==> src/rtl/secuenciador_pkg.sv <==
// Shared codes for the slice sequencer: sumador opcodes, external op codes and FSM states.
package secuenciador_pkg;

  localparam logic [1:0] ALUOP_ADD = 2'b00;
  localparam logic [1:0] ALUOP_AND = 2'b01;
  localparam logic [1:0] ALUOP_OR  = 2'b10;

  typedef enum logic [1:0] {
    OP_ADD = 2'b00,
    OP_SUB = 2'b01,
    OP_AND = 2'b10,
    OP_OR  = 2'b11
  } op_e;

  typedef enum logic [1:0] {
    IDLE = 2'd0,
    RUN  = 2'd1,
    DONE = 2'd2
  } state_e;

  function automatic logic is_arith(input op_e o);
    return (o == OP_ADD) || (o == OP_SUB);
  endfunction

  // SUB reuses the adder: the B nibble is inverted and slice 0 gets Cin=1.
  function automatic logic [1:0] aluop_of(input op_e o);
    case (o)
      OP_AND:  return ALUOP_AND;
      OP_OR:   return ALUOP_OR;
      default: return ALUOP_ADD;
    endcase
  endfunction

endpackage

==> src/rtl/secuenciador_suma.sv <==
// Runs a W-bit ADD/SUB/AND/OR one nibble per cycle on the external sumador slice,
// chaining the slice carry through a register and collecting result and flags.
import secuenciador_pkg::*;

module secuenciador_suma #(
  parameter int NSLICES = 4
) (
  input  logic                 clk,
  input  logic                 reset,
  input  logic                 start,
  input  logic [1:0]           op,
  input  logic [4*NSLICES-1:0] a,
  input  logic [4*NSLICES-1:0] b,
  output logic                 busy,
  output logic                 done,
  output logic [4*NSLICES-1:0] result,
  output logic                 flag_c,
  output logic                 flag_z,
  output logic                 flag_v,
  output logic [3:0]           alu_op1,
  output logic [3:0]           alu_op2,
  output logic [1:0]           alu_aluop,
  output logic                 alu_l,
  output logic                 alu_cin,
  input  logic [3:0]           alu_r,
  input  logic                 alu_cout
);

  localparam int W  = 4 * NSLICES;
  localparam int SW = $clog2(NSLICES);
  localparam logic [SW-1:0] LAST = SW'(NSLICES - 1);

  state_e        state;
  logic [SW-1:0] slice;
  logic          carry;
  logic [W-1:0]  a_q;
  logic [W-1:0]  b_q;
  op_e           op_q;
  logic [W-1:0]  b_eff;
  logic [W-1:0]  full_r;

  assign b_eff  = (op_q == OP_SUB) ? ~b_q : b_q;
  // Result as it stands once the current (last) nibble lands.
  assign full_r = {alu_r, result[W-5:0]};

  always_ff @(posedge clk) begin
    if (reset) begin
      state  <= IDLE;
      slice  <= '0;
      carry  <= 1'b0;
      a_q    <= '0;
      b_q    <= '0;
      op_q   <= OP_ADD;
      busy   <= 1'b0;
      done   <= 1'b0;
      result <= '0;
      flag_c <= 1'b0;
      flag_z <= 1'b0;
      flag_v <= 1'b0;
    end else begin
      case (state)
        IDLE, DONE: begin
          done <= 1'b0;
          if (start) begin
            state <= RUN;
            busy  <= 1'b1;
            a_q   <= a;
            b_q   <= b;
            op_q  <= op_e'(op);
            slice <= '0;
            carry <= (op == OP_SUB);
          end else begin
            state <= IDLE;
          end
        end
        RUN: begin
          result[{slice, 2'b00} +: 4] <= alu_r;
          // Logic ops keep the carry register parked at 0.
          if (is_arith(op_q)) carry <= alu_cout;
          if (slice == LAST) begin
            state  <= DONE;
            busy   <= 1'b0;
            done   <= 1'b1;
            slice  <= '0;
            flag_z <= (full_r == '0);
            flag_c <= is_arith(op_q) && alu_cout;
            flag_v <= is_arith(op_q) && (a_q[W-1] == b_eff[W-1])
                                     && (alu_r[3] != a_q[W-1]);
          end else begin
            slice <= slice + 1'b1;
          end
        end
        default: state <= IDLE;
      endcase
    end
  end

  // Slice drive is only active in RUN so the sumador is free otherwise.
  always_comb begin
    alu_op1   = 4'h0;
    alu_op2   = 4'h0;
    alu_aluop = 2'b00;
    alu_l     = 1'b0;
    alu_cin   = 1'b0;
    if (state == RUN) begin
      alu_op1   = a_q[{slice, 2'b00} +: 4];
      alu_op2   = b_eff[{slice, 2'b00} +: 4];
      alu_aluop = aluop_of(op_q);
      alu_l     = !is_arith(op_q);
      alu_cin   = carry;
    end
  end

endmodule

==> config.mk <==
export PLATFORM = sky130hd
export DESIGN_NAME = secuenciador_suma
export DESIGN_NICKNAME = d
export VERILOG_FILES = /design/src/rtl/secuenciador_pkg.sv /design/src/rtl/secuenciador_suma.sv
export SDC_FILE = /design/constraint.sdc
export NUM_CORES = 1
export LEC_CHECK = 0
export CORE_MARGIN = 1
export CORE_UTILIZATION = 48
export DETAILED_ROUTE_END_ITERATION = 6
export MAX_ROUTING_LAYER = met4
export PLACE_DENSITY = 0.87
export SLEW_MARGIN = 10
export SYNTH_ARGS = -nofsm -noshare
export SYNTH_HDL_FRONTEND = slang
export SYNTH_SLANG_ARGS = --single-unit
==> constraint.sdc <==
create_clock -name clk -period 2.4 [get_ports clk]
set_input_delay 0.48 -clock clk [delete_from_list [all_inputs] [get_ports clk]]
set_output_delay 0.48 -clock clk [all_outputs]
set_load 0.05 [all_outputs]
# Word level (Yosys, flattened, before mapping)

Cells that the tools add are included.

$add $sub $neg: 2
Equal/unequal tests: 12
Shifts and indexed selects: 4
Muxes and demuxes: 22
Bitwise gates (word level): 1
Reduce and logical (&&, ||, !) cells: 16

Operators by type and width:

| kind                                                  | number |
|---|---|
| variable part select 16 x 5 -> 4 bit                  | 2 |
| bitwise mux 16 bit                                    | 1 |
| logical NOT 16 bit                                    | 1 |
| two-way mux 16 bit                                    | 1 |
| NOT 16 bit                                            | 1 |
| variable shift 4 x 6 -> 16 bit (first input constant) | 1 |
| variable part select 4 x 6 -> 16 bit                  | 1 |
| case mux 2 bit (2 select lines)                       | 3 |
| == test 2 bit (second input constant)                 | 4 |
| two-way mux 1 bit                                     | 8 |
| two-way mux 2 bit                                     | 4 |
| two-way mux 4 bit                                     | 2 |
| AND reduction 2 bit                                   | 4 |
| == test 2 x 1 -> 1 bit (second input constant)        | 3 |
| != test 2 bit (second input constant)                 | 3 |
| negation 4 -> 6 bit                                   | 1 |
| case mux 1 bit (2 select lines)                       | 3 |
| AND reduction 3 bit                                   | 2 |
| logical NOT 2 bit                                     | 2 |
| logical AND 1 bit                                     | 3 |
| adder 2 x 1 -> 2 bit (second input constant)          | 1 |
| nonzero test 2 bit                                    | 1 |
| OR reduction 2 bit                                    | 1 |
| == test 1 bit                                         | 1 |
| 3 further kinds                                       | 3 |

Register bits: 60
Bits of input ports: 42
Output and inout port bits: 33

# Depth between registers and ports, before layout

Gate-level depths: netlist (run 1).

Depth after elaboration: 5
Gate-level depth with buffers: 7
Gate-level depth less buffers: 5

# Worst setup path after synthesis (run 1)

Ideal clock, no wire load.

Path type: register to output
Start point: register slice[0]
End point: output alu_op2[0]
Data arrival time: 1.858 ns
Required time: 1.920 ns
Slack: 0.062 ns
Cell stages (with the launch flop): 5
Buffers on the path: 1
Path through: dfxtp_1 -> buf_6 -> mux4_1 -> xnor2_1 -> nor2_1

Word-level cells in the longest chain between the ends: 2

Ends and longest elaborated chain:

| element                              | RTL line                 | text |
|---|---|---|
| start: declaration                   | secuenciador_suma.sv:34  | `logic [SW-1:0] slice;` |
| start signal: assignment             | secuenciador_suma.sv:90  | `slice <= slice + 1'b1;` |
| variable part select 16 x 5 -> 4 bit | secuenciador_suma.sv:107 | `alu_op2 = b_eff[{slice, 2'b00} +: 4];` |
| two-way mux 4 bit                    | secuenciador_suma.sv:105 | `if (state == RUN) begin` |
| end: declaration                     | secuenciador_suma.sv:21  | `output logic [3:0] alu_op2,` |

No other way between the ends.

# Worst setup path after layout (run 1)

Ends and elaborated chain as after synthesis.

==> results of run 1 <==
area by class of cell:
cell class | instances | area share, %
Tap cell | 72 | 2.36
Inverter | 7 | 0.688
Multi-Input combinational cell | 220 | 36.6
Timing Repair Buffer | 83 | 23.6
Sequential cell | 60 | 31.5
Clock buffer | 14 | 4.52
Clock inverter | 1 | 0.786
worst paths after layout:
| kind | start | to | slack, ns | cells after the start |
|---|---|---|---|---|
| min | a_q[13] | a_q[13] | 0.45 | 2 |
| min reg2reg | a_q[13] | a_q[13] | 0.45 | 2 |
| max reg2reg | slice[0] | result[12] | 0.49 | 6 |
| max | slice[0] | alu_op2[0] | 0.09 | 4 |
sequential cells by signal, indices dropped and copies added (netlist names):
| name | cells |
|---|---|
| a_q | 16 |
| b_q | 16 |
| result | 16 |
| op_q | 2 |
| slice | 2 |
| state | 2 |
| busy | 1 |
| carry | 1 |
| done | 1 |
| flag_c | 1 |
| flag_v | 1 |
| flag_z | 1 |
cell usage after synthesis, types with 2 or more instances:
master	count	area, um^2
a32oi_1	4	35.0
nand2b_1	3	18.8
nand3b_1	6	45.0
nand2_1	78	293
nand4_1	9	56.3
inv_1	7	26.3
clkbuf_1	10	37.5
nor2_1	13	48.8
nor4_1	4	25.0
xnor2_1	5	43.8
nor2b_1	3	18.8
ha_1	6	75.1
dfxtp_1	60	1200
and2_1	4	25.0
mux4_2	5	113
buf_4	7	52.6
nor3b_1	7	52.6
mux4_1	3	78.8
o21ai_0	2	10.0
a21oi_1	47	235
buf_2	4	20.0
a31o_2	4	35.0
power groups by stage:
stage,registers [uW],clock network (uW),logic [uW]
finish,1070,935,399
global route,1080,988,431
CTS,1070,943,396
detailed placement,1100,0,393
global placement,1090,0,385
floorplan,1100,0,234
placed cells by master (no fill, tap or decap), types with 2 or more instances in the layout:
cell type and count:
nand2_1 78, clkdlybuf4s50_1 61, dfxtp_1 59, a21oi_1 47, clkbuf_8 12, nor2_1 11, buf_4 10, buf_12 10
nand4_1 9, inv_1 7, nor3b_1 7, nand3b_1 6, ha_1 6, mux4_2 5, xnor2_1 5, and2_1 4
nor4_1 4, a31o_2 4, a32oi_1 4, nand2b_1 3, mux4_1 3, nor2b_1 2, nor2_2 2, o21ai_0 2
clkbuf_1 2
per-layer routing:
| layer | track usage [%] | wire length, um | vias to the layer above |
|---|---|---|---|
| li1 | - | - | 1217 |
| met1 | 30.1 | 3020 | 1160 |
| met2 | 39.7 | 3290 | 90 |
| met3 | 4.35 | 315 | 19 |
| met4 | 14.0 | 208 | 0 |
| met5 | - | 0 | - |
cell families (layout without fill, tap and decap cells):
group,after synthesis,after routing,share of synthesized area [%]
mux,9,9,7.31
buf+inv,30,105,6.08
fa+ha+maj,6,6,2.72
compound gates,61,61,12.5
flops,60,60,43.6
simple gates,139,139,26.3
xor+xnor,5,5,1.59
per-stage QoR:
step	hold slack (ns)	utilization, %	cells	cell area, um^2
after global placement	0.440	65.5	442	3610
after global routing	0.475	69.4	457	3820
after floorplan	0.432	-	310	2760
after detailed placement	0.445	65.5	442	3610
final	0.451	69.4	457	3820
after CTS	0.454	69.3	457	3810
worst max-delay path, cell delays in order (launching register included):
cell	delay (ns)
dfxtp_2	0.41
mux4_1	0.58
xnor2_1	0.14
nor2_1	0.19
buf_12	0.17
repair_timing:
| action | CTS | global route |
|---|---|---|
| gates cloned | 0 | 0 |
| resized for setup | 2 | 2 |
| hold buffers | 0 | 0 |
| endpoints found under the setup margin | 7 | 2 |
| endpoints found under the hold margin | 0 | 0 |
| setup buffers | 0 | 0 |
==> impl_metrics.json, run 1 <==
{
  "viasPerCell": 5.44,
  "slew_viol_final": 0,
  "std_cell_rows": 27,
  "period_needed_ns": 2.31,
  "syn_avg_cell_area_um2": 8.90,
  "clockBufferDepth": 2,
  "synth-edff-count": 0,
  "pwr-share-clk_pct": 38.8,
  "ys_ff_latch": 60,
  "total_power_uw": 2410,
  "fin_setup_tns_ns": 0,
  "nNetsFinal": 429,
  "ant_nets": 0,
  "synthCells": 310,
  "clk_pin_slew_ns": 0.06,
  "critical_path_class": "reg -> out",
  "crit_arrival_ns": 1.83,
  "drive_gt1_share_pct": 14.0,
  "seqCellArea_mm2": 0.00120,
  "async_flop_share_pct": 0,
  "internal_power_uw": 1790,
  "skew_ns": 0.00752,
  "synth_area_mm2": 0.00276,
  "setup_viol": 0,
  "synth_cell_types": 41,
  "drt_first_pass_iters": 4,
  "area_growth_pct": 38.5,
  "timing.final.ws_setup_ns": 0.0871,
  "yosysSeqAreaShare_pct": 43.6,
  "p_per_area_mw_per_mm2": 631,
  "clockRootBuffer": "clkbuf_8",
  "grt_pass1_wl_um": 11400,
  "io_buffers": 74,
  "drt_iter0_markers": 170,
  "dieArea_mm2": 0.00605,
  "synth_fp_nets": 358,
  "antennaDiodeCount": 0,
  "io_pins": 75,
  "grt_pass1_vias": 2472,
  "grt_max_degree": 36,
  "initial_utilization_pct": 50.1,
  "startpoint_type": "register",
  "p_leak_uw": 0.00144,
  "numClockSinks": 60,
  "dp_hpwl_um": 4710,
  "numCtsBuffers": 9,
  "rsz0062_at_grt": "no",
  "antenna_found_initial": 0,
  "grt-ovfl-total": 0,
  "slew-limit-headroom_pct": 65.9,
  "die_y_um": 77.8,
  "p_sw_uw": 619,
  "n_fill_cell": 421,
  "tritoncts": "yes",
  "endpoint_kind": "output pin",
  "fp.dieW_um": 77.8,
  "htree_levels": 3,
  "place_ws_ns": 0.282,
  "core_mm2": 0.00551,
  "wirelength_um": 6840,
  "yosys_warnings": 0,
  "hold_path.class": "reg -> reg",
  "ys.flop_type": "dfxtp_1",
  "status": "finished, final reports clean",
  "hold_violations": 0,
  "maxCapViolCount": 0,
  "track_usage_pct": 25.0,
  "combPwrFrac_pct": 16.6,
  "fmaxAchievable_mhz": 432,
  "ir_worst_vdd_v": 0.000312,
  "required_ns": 1.92,
  "drc": 0,
  "place_congestion": 0.903,
  "vias": 2486,
  "fin_crit_sh_pct": 96.4,
  "worst_pin_slew_ns": 0.510,
  "multi_input_area_mm2": 0.00140,
  "clk_latency_ns": 0.33,
  "swShare_pct": 25.7,
  "critPathMaxFanout": 5,
  "power_frac_seq_pct": 44.6,
  "wl_per_cell_um": 15.0
}
Power figures use the tool's default switching activity.
==> inputs of run 2 (changes only) <==
--- a/config.mk
+++ b/config.mk
@@ -6,10 +6,10 @@
 export NUM_CORES = 1
 export LEC_CHECK = 0
 export CORE_MARGIN = 1
-export CORE_UTILIZATION = 48
+export CORE_UTILIZATION = 35
 export DETAILED_ROUTE_END_ITERATION = 6
 export MAX_ROUTING_LAYER = met4
-export PLACE_DENSITY = 0.87
+export PLACE_DENSITY = 0.68
 export SLEW_MARGIN = 10
 export SYNTH_ARGS = -nofsm -noshare
 export SYNTH_HDL_FRONTEND = slang
==> impl_metrics.json, run 2 (synthesized netlist as in run 1, its figures left out) <==
{
  "status": "complete, but fails checks",
  "violations": "DRC",
  "timing.final.ws_setup_ns": 0.0957,
  "fmaxAchievable_mhz": 434,
  "initial_utilization_pct": 35.9,
  "startpoint_type": "register",
  "core_mm2": 0.00769,
  "critPathMaxFanout": 9,
  "dp_hpwl_um": 4830,
  "slew-limit-headroom_pct": 66.1,
  "viasPerCell": 4.93,
  "numClockSinks": 60,
  "ir_worst_vdd_v": 0.000298,
  "slew_viol_final": 0,
  "endpoint_kind": "output pin",
  "grt_pass1_wl_um": 10800,
  "hold_path_depth": 2,
  "n_fill_cell": 737,
  "drt_iter0_markers": 140,
  "clk_latency_ns": 0.33,
  "die_y_um": 90.8,
  "final_common_cell": "nand2_1",
  "hold_path.class": "reg -> reg",
  "hold_violations": 0,
  "numCtsBuffers": 9,
  "startpoint": "slice[1]",
  "clockBufferDepth": 2,
  "area_growth_pct": 40.0,
  "rr_worst_depth": 6,
  "grt-ovfl-total": 0,
  "worst_pin_slew_ns": 0.507,
  "wl_per_cell_um": 13.6,
  "setup_viol": 0,
  "layout_common_cells": "78 x nand2_1, 61 x clkdlybuf4s50_1, 59 x dfxtp_1, 47 x a21oi_1, 13 x nor2_1",
  "track_usage_pct": 17.1,
  "antennaDiodeCount": 0,
  "reg2reg_slack_ns": 0.38,
  "worst_path_largest_cell_delay_ns": 0.58,
  "grt_pass1_vias": 2243,
  "min_to": "b_q[14]",
  "r2r_start": "slice[1]",
  "drt_first_pass_iters": 6,
  "post_cts_buffers": 0,
  "p_leak_uw": 0.00145,
  "htree_levels": 3,
  "fin_setup_tns_ns": 0,
  "cp_cell_sequence": "mux4_2 -> xnor2_1 -> nor2_1 -> buf_12",
  "hp-start": "b_q[14]",
  "maxCapViolCount": 0,
  "skew_ns": 0.00764,
  "place_ws_ns": 0.270,
  "clockRootBuffer": "clkbuf_8",
  "io_pins": 75,
  "critPathSlowestCell": "dfxtp_1",
  "vias": 2404,
  "fin_crit_sh_pct": 96.0,
  "place_congestion": 0.774,
  "period_needed_ns": 2.30,
  "nNetsFinal": 430,
  "reg2reg_to": "result[14]",
  "required_ns": 1.92,
  "rsz0062_at_grt": "no",
  "antenna_found_initial": 0,
  "wirelength_um": 6660,
  "io_buffers": 74,
  "critical_path_class": "reg -> out",
  "clk_pin_slew_ns": 0.06,
  "p_per_area_mw_per_mm2": 617,
  "std_cell_rows": 32,
  "crit_arrival_ns": 1.82,
  "drc": 1,
  "tritoncts": "yes",
  "drive_gt1_share_pct": 14.2,
  "grt_max_degree": 26,
  "ant_nets": 0,
  "fp.dieW_um": 90.8,
  "dieArea_mm2": 0.00824,
  "reg.largest.list": "a_q (16), b_q (16), result (16)"
}
==> run 2: changes by cell type in the layout (fill, tap and decap cells not counted), moves of 2 or more <==
cell,change
nor2_1,+2
nor2_2,-2
clkbuf_1,-2
clkinv_2,+2
==> run 2: where the power goes <==
group | internal, uW | total, uW | switching [uW]
clock network | 528 | 912 | 383
registers | 1040 | 1070 | 33.4
logic | 189 | 395 | 207
==> run 2: timing repair <==
action | in CTS | in global routing
gates resized for setup | 2 | 1
pin swaps | 0 | 1
gates cloned | 0 | 0
endpoints found under the hold margin | 0 | 0
hold buffers | 0 | 0
setup endpoints to repair | 7 | 2
==> run 2: critical path, delay by kind of cell, from the launching register on <==
kind / cells / cell delay [ns]
XOR/XNOR: 1 / 0.14
buffers and inverters: 1 / 0.17
flip-flops: 1 / 0.58
multiplexers: 1 / 0.38
AND/OR/NAND/NOR: 1 / 0.22
==> run 2: cell type report <==
type                       count  area (um^2)  share of cell area, %
sequential                    60         1200                   31.2
clock inverter                 4         48.8                   1.26
multi-input combinational    220         1390                   36.0
timing repair buffer          84          910                   23.6
inverter                       7         26.3                  0.681
tap                          102          128                   3.31
clock buffer                  11          151                   3.92
==> run 2: per-layer routing <==
layer	part of all wire (%)	vias to the layer above	wire, um	GRT usage [%]
met2	48	58	3220	27.5
met1	45	1117	3020	20.7
met5	0	-	0	-
met3	4.7	9	312	3.79
met4	1.6	0	104	6.85
li1	-	1220	-	-
==> run 2: worst max path at each step <==
stage / cells past startpoint / slack [ns] / to
floorplan: 4 / 0.06 / alu_op2[0]
global placement: 4 / 0.28 / alu_op1[2]
detailed placement: 4 / 0.27 / alu_op1[0]
CTS: 4 / 0.06 / alu_op2[1]
global route: 4 / 0.006 / alu_op2[1]
finish: 4 / 0.1 / alu_op2[2]
==> run 2: per-stage QoR <==
step | total power [uW] | instances | util (%) | area, um^2 | hold slack [ns]
final | 2380 | 488 | 50.2 | 3860 | 0.453
after global routing | 2490 | 488 | 50.2 | 3860 | 0.471
after CTS | 2400 | 488 | 50.2 | 3860 | 0.456
after detailed placement | 1490 | 473 | 47.5 | 3650 | 0.447
after global placement | 1490 | 473 | 47.5 | 3650 | 0.440
after floorplan | 1340 | 310 | - | 2760 | 0.432
==> inputs of run 3 (changes only) <==
--- a/config.mk
+++ b/config.mk
@@ -5,6 +5,7 @@
 export SDC_FILE = /design/constraint.sdc
 export NUM_CORES = 1
 export LEC_CHECK = 0
+export CAP_MARGIN = 20
 export CORE_MARGIN = 1
 export CORE_UTILIZATION = 35
 export DETAILED_ROUTE_END_ITERATION = 6
==> results of run 3 <==
Same layout as run 2: the final DEF is identical, and so are final timing and power.
